--- config.mk ---
export PLATFORM = sky130hd
export DESIGN_NAME = uart_rx_majority_sampler
export DESIGN_NICKNAME = d
export VERILOG_FILES = /design/src/rtl/uart_rx_pkg.sv /design/src/rtl/uart_rx_majority_sampler_majority_vote.sv /design/src/rtl/uart_rx_majority_sampler.sv
export SDC_FILE = /design/constraint.sdc
export NUM_CORES = 1
export LEC_CHECK = 0
export CAP_MARGIN = 10
export CORE_MARGIN = 2
export CORE_UTILIZATION = 59
export DETAILED_ROUTE_END_ITERATION = 12
export PLACE_DENSITY = 0.87
export SYNTH_ARGS = -nofsm -noshare
export SYNTH_HDL_FRONTEND = slang
export SYNTH_SLANG_ARGS = --single-unit
export TNS_END_PERCENT = 100
--- constraint.sdc ---
create_clock -name clk -period 2.5 [get_ports clk]
set_input_delay 0.5 -clock clk [delete_from_list [all_inputs] [get_ports clk]]
set_output_delay 0.5 -clock clk [all_outputs]
set_load 0.01 [all_outputs]
--- src/rtl/uart_rx_pkg.sv ---
// Shared UART RX definitions: vote limits and the sampling-window calculation
// used by the majority sampler and the RX FSM stop/parity checks.
package uart_rx_pkg;

  localparam int UART_MAX_VOTES   = 7;
  localparam int UART_PRESC_W_DEF = 6;
  localparam int UART_WIN_W       = 16;

  typedef logic [UART_WIN_W-1:0] win_idx_t;

  typedef struct packed {
    logic     legal;
    win_idx_t first;
    win_idx_t last;
  } win_t;

  // Window centred on the bit; wider than any prescaler so nothing wraps once legal.
  function automatic win_t calc_window(input win_idx_t presc, input int votes);
    win_t     w;
    win_idx_t h;
    win_idx_t centre;
    h       = win_idx_t'((votes - 1) / 2);
    centre  = (presc >> 1) - win_idx_t'(1);
    w.legal = (presc >= win_idx_t'(votes + 1));
    w.first = centre - h;
    w.last  = centre + h;
    return w;
  endfunction

endpackage

--- src/rtl/uart_rx_majority_sampler_majority_vote.sv ---
// Combinational majority and unanimity of V vote bits.
module majority_vote #(
  parameter int V = 3
) (
  input  logic [V-1:0] bits,
  output logic         maj,
  output logic         unanimous
);

  assign maj       = ($countones(bits) > ((V - 1) / 2));
  assign unanimous = (&bits) | ~(|bits);

endmodule

--- src/rtl/uart_rx_majority_sampler.sv ---
// Oversampling bit sampler: captures VOTES samples centred in each bit and emits
// a majority-voted bit with a one-cycle strobe. UART_RX_NOISE_FLAG_EN adds noise_err.
module uart_rx_majority_sampler
  import uart_rx_pkg::*;
#(
  parameter int PRESC_W = UART_PRESC_W_DEF,
  parameter int VOTES   = 3
) (
  input  logic               clk,
  input  logic               rst,
  input  logic [PRESC_W-1:0] prescaler,
  input  logic               sample_en,
  input  logic [PRESC_W-1:0] edge_cnt,
  input  logic               rx_in,
  output logic               sampled_bit,
  output logic               sample_valid
`ifdef UART_RX_NOISE_FLAG_EN
  ,
  output logic               noise_err
`endif
);

  if (!(VOTES == 3 || VOTES == 5 || VOTES == 7) || VOTES > UART_MAX_VOTES ||
      PRESC_W >= UART_WIN_W) begin : g_bad_param
    $error("uart_rx_majority_sampler: VOTES must be 3, 5 or 7 and PRESC_W < %0d", UART_WIN_W);
  end

  win_t     win;
  win_idx_t edge_ext;
  logic     at_last;
  logic     maj;
  logic     unanimous;

  // The last sample is voted straight from rx_in, so only VOTES-1 are stored.
  logic [VOTES-2:0] votes;
  logic [VOTES-2:0] got;

  always_comb begin
    win      = calc_window(win_idx_t'(prescaler), VOTES);
    edge_ext = win_idx_t'(edge_cnt);
    at_last  = win.legal && (edge_ext == win.last);
  end

  majority_vote #(.V(VOTES)) u_vote (
    .bits      ({rx_in, votes}),
    .maj       (maj),
    .unanimous (unanimous)
  );

  // NOTE: sequential state uses non-blocking assignments only, and every register,
  // the small vote store included, is cleared by the async reset.
  always_ff @(posedge clk or negedge rst) begin
    if (!rst) begin
      votes        <= '0;
      got          <= '0;
      sampled_bit  <= 1'b0;
      sample_valid <= 1'b0;
    end else if (!sample_en) begin
      votes        <= '0;
      got          <= '0;
      sampled_bit  <= 1'b0;
      sample_valid <= 1'b0;
    end else begin
      sample_valid <= 1'b0;
      if (at_last) begin
        // A skipped index leaves a hole in the mask; such a bit is dropped silently.
        if (&got) begin
          sampled_bit  <= maj;
          sample_valid <= 1'b1;
        end
        votes <= '0;
        got   <= '0;
      end else if (win.legal) begin
        for (int i = 0; i < VOTES - 1; i++) begin
          if (edge_ext == win.first + win_idx_t'(i)) begin
            votes[i] <= rx_in;
            got[i]   <= 1'b1;
          end
        end
      end
    end
  end

`ifdef UART_RX_NOISE_FLAG_EN
  always_ff @(posedge clk or negedge rst) begin
    if (!rst) begin
      noise_err <= 1'b0;
    end else begin
      noise_err <= sample_en && at_last && (&got) && !unanimous;
    end
  end
`else
  logic unused_unanimous;
  assign unused_unanimous = unanimous;
`endif

endmodule

==> results of run 1 <==
## per-stage QoR
stage               util (%)  area [um2]  TNS (ns)  cells
floorplan                  -        1320    -0.489    155
global placement        94.8        1860     -4.31    243
detailed placement      94.8        1860     -5.48    243
## synthesized netlist by cell type, types with 2 or more instances
cell,count,area share [%]
nand3_1,7,2.9
nand3b_1,2,1.2
a21oi_1,5,2.0
xor2_1,2,1.4
clkbuf_1,5,1.5
ha_1,8,8.2
dfrtp_1,6,12
o211a_1,2,1.6
xnor2_1,17,12
nor4_1,3,1.5
nand2_1,9,2.8
buf_2,2,0.82
nor3_1,6,2.5
o21ai_0,11,4.5
a211o_1,2,1.4
nor2_1,7,2.1
a211oi_1,2,1.2
or3b_2,2,1.4
o211ai_1,2,1.2
a2111o_1,2,1.8
nor3b_1,3,1.8
and2_1,4,2.0
o2111ai_1,2,1.4
inv_1,8,2.5
nor2b_1,4,2.0
or3_1,4,2.0
nor4b_1,2,1.4
## cells by family after synthesis
logic type                 count (synthesis)  share of synthesized area (%)
DFF                                        6                           12.3
adders and majority gates                  8                           8.17
xor gates and xnor gates                  22                           18.1
buffers and inverters                     17                           5.72
muxes                                      1                          0.919
AOI/OAI and AO/OA                         41                           25.3
and+or+nand+nor                           60                           29.5
==> flow_summary.json, run 1 <==
{
  "die_h_um": 49.6,
  "cts_buffer_depth": 2,
  "io-pin-count": 18,
  "numCtsBuffers": 3,
  "status": "aborted with a tool error",
  "synthFlopType": "dfrtp_1",
  "yosys_warnings": 0,
  "cts.htree.levels": 1,
  "holdBufCountCts": 0,
  "root_buffer": "clkbuf_4",
  "start_util_pct": 62.4,
  "clock_sinks": 6,
  "pre_cts_slack_ns": -1.01,
  "synth_fp_nets": 179,
  "stop_error": "[ERROR DPL-0038] Utilization greater than 100%, impossible to legalize",
  "rows": 16,
  "synth_edf_count": 0,
  "ys_seq_area_share_pct": 12.3,
  "synth_cells": 155,
  "synth.avg_cell_area_um2": 7.90,
  "synth_cell_types": 53,
  "syn_area_um2": 1220,
  "io_buffers": 17,
  "stop_stage": "clock tree synthesis",
  "die_x_um": 49.6,
  "cts_setup_buffers": 9,
  "ys_seq_elements": 6,
  "gp_congestion": 0.861,
  "async_flop_share_pct": 100,
  "dpl.hpwl_mm": 3.65,
  "cts-resized-gates": 56
}
==> inputs of run 2 (changes only) <==
Settings changed: CORE_AREA set to 2 2 63 65, CORE_MARGIN 2 to not set, CORE_UTILIZATION 59 to not set, DIE_AREA set to 0 0 65 67, PLACE_DENSITY 0.87 to not set, PLACE_DENSITY_LB_ADDON set to 0.15.
==> run 2 against run 1 <==
The flow now finishes, with violations (negative setup slack). Area after synthesis stayed put. Synthesized cell count unchanged.
==> flow_summary.json, run 2 <==
{
  "power_frac_seq_pct": 16.1,
  "swShare_pct": 34.5,
  "drcViolationCount": 0,
  "gp_congestion": 0.863,
  "maxCapViolations": 0,
  "hold_viol": 0,
  "path_clk_slew_ns": 0.03,
  "critPathKind": "in2reg",
  "fin_crit_ns": 2.66,
  "synth_top_area_share_pct": 12.3,
  "tightest_slew_ns": 0.407,
  "period_share_pct": 107,
  "failed_checks": "negative setup slack",
  "ys_seq_area_share_pct": 12.3,
  "critPathLaunchType": "primary input",
  "syn_area_um2": 1220,
  "p_clk_share_pct": 23.2,
  "p_int_uw": 406,
  "min_path_type": "reg2reg",
  "start_util_pct": 34.0,
  "clock_skew_ns": 0.00139,
  "cts_tree": "built",
  "synth_top_area_cell": "dfrtp_1",
  "critPathMostFrequentCell": "a2111o_1",
  "seqCellArea_um2": 150,
  "numCtsBuffers": 3,
  "status": "finished, violations left",
  "cp_num_buf_inv": 4,
  "dr.pass1.iters": 4,
  "cp_cell_sequence": "buf_8 > clkinvlp_4 > buf_6 > ha_4 > buf_12 > nor2b_1 > or3_1 > a21boi_2 > a211oi_2 > a2111o_1 > a2111o_1 > o211a_1",
  "most-common-layout-cells": "buf_4 (56), xnor2_1 (15), clkdlybuf4s50_1 (13)",
  "cp_slowest_cell": "a2111o_1",
  "layoutNonFillerInstCount": 277,
  "io-pin-count": 18,
  "synth_cell_types": 53,
  "root_buffer": "clkbuf_8",
  "ys_seq_elements": 6,
  "fp.coreArea_um2": 3610,
  "wl_per_cell_um": 15.1,
  "dieArea_um2": 4360,
  "cp-end-kind": "register",
  "rsz0062_at_grt": "true",
  "die_x_um": 65,
  "multiInputGateArea_um2": 1250,
  "cts.htree.levels": 1,
  "power_uw": 620,
  "grt_usage_pct": 20.9,
  "slew_headroom_pct": 72.8,
  "powerDensity_nw_per_um2": 280,
  "syn2layout_area_growth_pct": 80.6,
  "async_flop_share_pct": 100,
  "io_buffers": 17,
  "setup_viol": 6,
  "antenna_found_initial": 0,
  "placed_cell_area_um2": 1860,
  "drv_slew": 0,
  "vias": 1468,
  "ys_top_cells_by_area": "dfrtp_1 (12%), xnor2_1 (12%), ha_1 (8.2%)",
  "max_freq_mhz": 375,
  "finalWorstSetupSlack_ns": -0.164,
  "crit_arrival_ns": 2.77,
  "dpl.hpwl_mm": 3.23,
  "drive_gt1_share_pct": 46.3,
  "synth_edf_count": 0,
  "grt_pass1_vias": 1515,
  "crit_family": "compound AO/OA/AOI/OAI gates",
  "synth_cells": 155,
  "grt_start_max_net_pins": 12,
  "fillCellCount": 313,
  "grt_pass1_wl_mm": 7.11,
  "cts_buffer_depth": 2,
  "p_leak_uw": 0.000913,
  "synth_fp_nets": 179,
  "fin_area_um2": 2210,
  "slowest_delay_ns": 0.44,
  "worst-path-max-fanout": 4,
  "synthFlopType": "dfrtp_1",
  "synth.most_common_cell": "xnor2_1",
  "final_common_cell": "buf_4",
  "combPwrFrac_pct": 60.6,
  "drtIter0Drc": 72,
  "rows": 22,
  "clock_sinks": 6,
  "nets": 255,
  "finalWirelength_mm": 4.18,
  "synth.avg_cell_area_um2": 7.90,
  "antenna_left": 0,
  "synthTopCellsByCount": "xnor2_1 (17), o21ai_0 (11), nand2_1 (9), ha_1 (8), inv_1 (8)",
  "vias_per_cell": 5.30,
  "die_h_um": 67,
  "grt-ovfl-total": 0,
  "top_regs": "got x2, votes x2",
  "antennaDiodeCount": 0,
  "p_switching_uw": 214,
  "ir_worst_vdd_mv": 0.229,
  "crit_required_ns": 2.61,
  "yosys_warnings": 0,
  "dp_cells": 261,
  "clk_latency_ns": 0.22,
  "pre_cts_slack_ns": -0.907
}
## run 2: cell counts after synthesis
No cell type changed its count.
## run 2: timing repair
| action | 4_1_cts | 5_1_grt |
|---|---|---|
| pin swaps | 13 | 11 |
| hold buffers | 0 | 0 |
| setup buffers | 9 | 4 |
| resized for setup | 29 | 26 |
| setup endpoints to repair | 6 | 6 |
## run 2: per-layer routing
layer	share of wire, %	GRT usage [%]	up-vias
li1	-	-	721
met1	44	25.7	696
met2	51	39.2	47
met3	4.1	3.55	4
met4	0.57	2.13	0
met5	0	0	-
## run 2: worst paths after layout
| path | from | end | slack, ns | cells after the start |
|---|---|---|---|---|
| worst min register to register | got[0]$_DFFE_PN0P_ | got[0]$_DFFE_PN0P_ | 0.51 | 2 |
| min in group asynchronous | rst | got[1]$_DFFE_PN0P_ | 0.52 | 1 |
| worst max register to register | votes[0]$_DFFE_PN0P_ | sampled_bit$_DFFE_PN0P_ | 1.20 | 3 |
| worst max-delay path | prescaler[2] | sampled_bit$_DFFE_PN0P_ | -0.16 | 12 |
| worst min-delay path | got[0]$_DFFE_PN0P_ | got[0]$_DFFE_PN0P_ | 0.51 | 2 |
| max in group asynchronous | rst | sample_valid$_DFF_PN0_ | 1.77 | 1 |
## run 2: power groups by stage
stage | registers, uW | logic (uW) | clock network [uW]
final | 99.8 | 376 | 144
after global routing | 99.9 | 406 | 157
after floorplan | 101 | 173 | 0
after CTS | 99.8 | 341 | 149
after detailed placement | 101 | 308 | 0
after global placement | 101 | 303 | 0
## run 2: worst reg2reg max path, stage by stage, from the launching register on
cell and delay [ns]:
dfrtp_1 0.39, ha_1 0.30, a2111o_1 0.36, o211a_1 0.13
## run 2: logic make-up (layout without fill, tap and decap cells)
family	count (synthesis)	count (layout)	synth area share, %
buffers and inverters	17	91	5.72
and+or+nand+nor	60	60	29.5
AOI/OAI and AO/OA	41	41	25.3
adders and majority gates	8	8	8.17
muxes	1	1	0.919
DFF	6	6	12.3
xor gates and xnor gates	22	22	18.1
## run 2: stage by stage
step                      setup TNS, ns  util, %  hold slack (ns)
after floorplan                  -0.489        -            0.204
after global placement            -4.64     51.7            0.510
after detailed placement          -4.85     51.7            0.501
after CTS                         -1.07     57.3            0.517
after global routing              -1.41     61.3            0.534
final                            -0.674     61.3            0.512
## run 2: area by class of cell
class | count | area share, %
well taps | 48 | 2.71
clock buffers | 3 | 1.87
inverters | 8 | 1.64
multi-input cells | 132 | 56.4
flip-flops and latches | 6 | 6.79
repair buffers | 80 | 30.6
(Power assumes the default switching activity.)
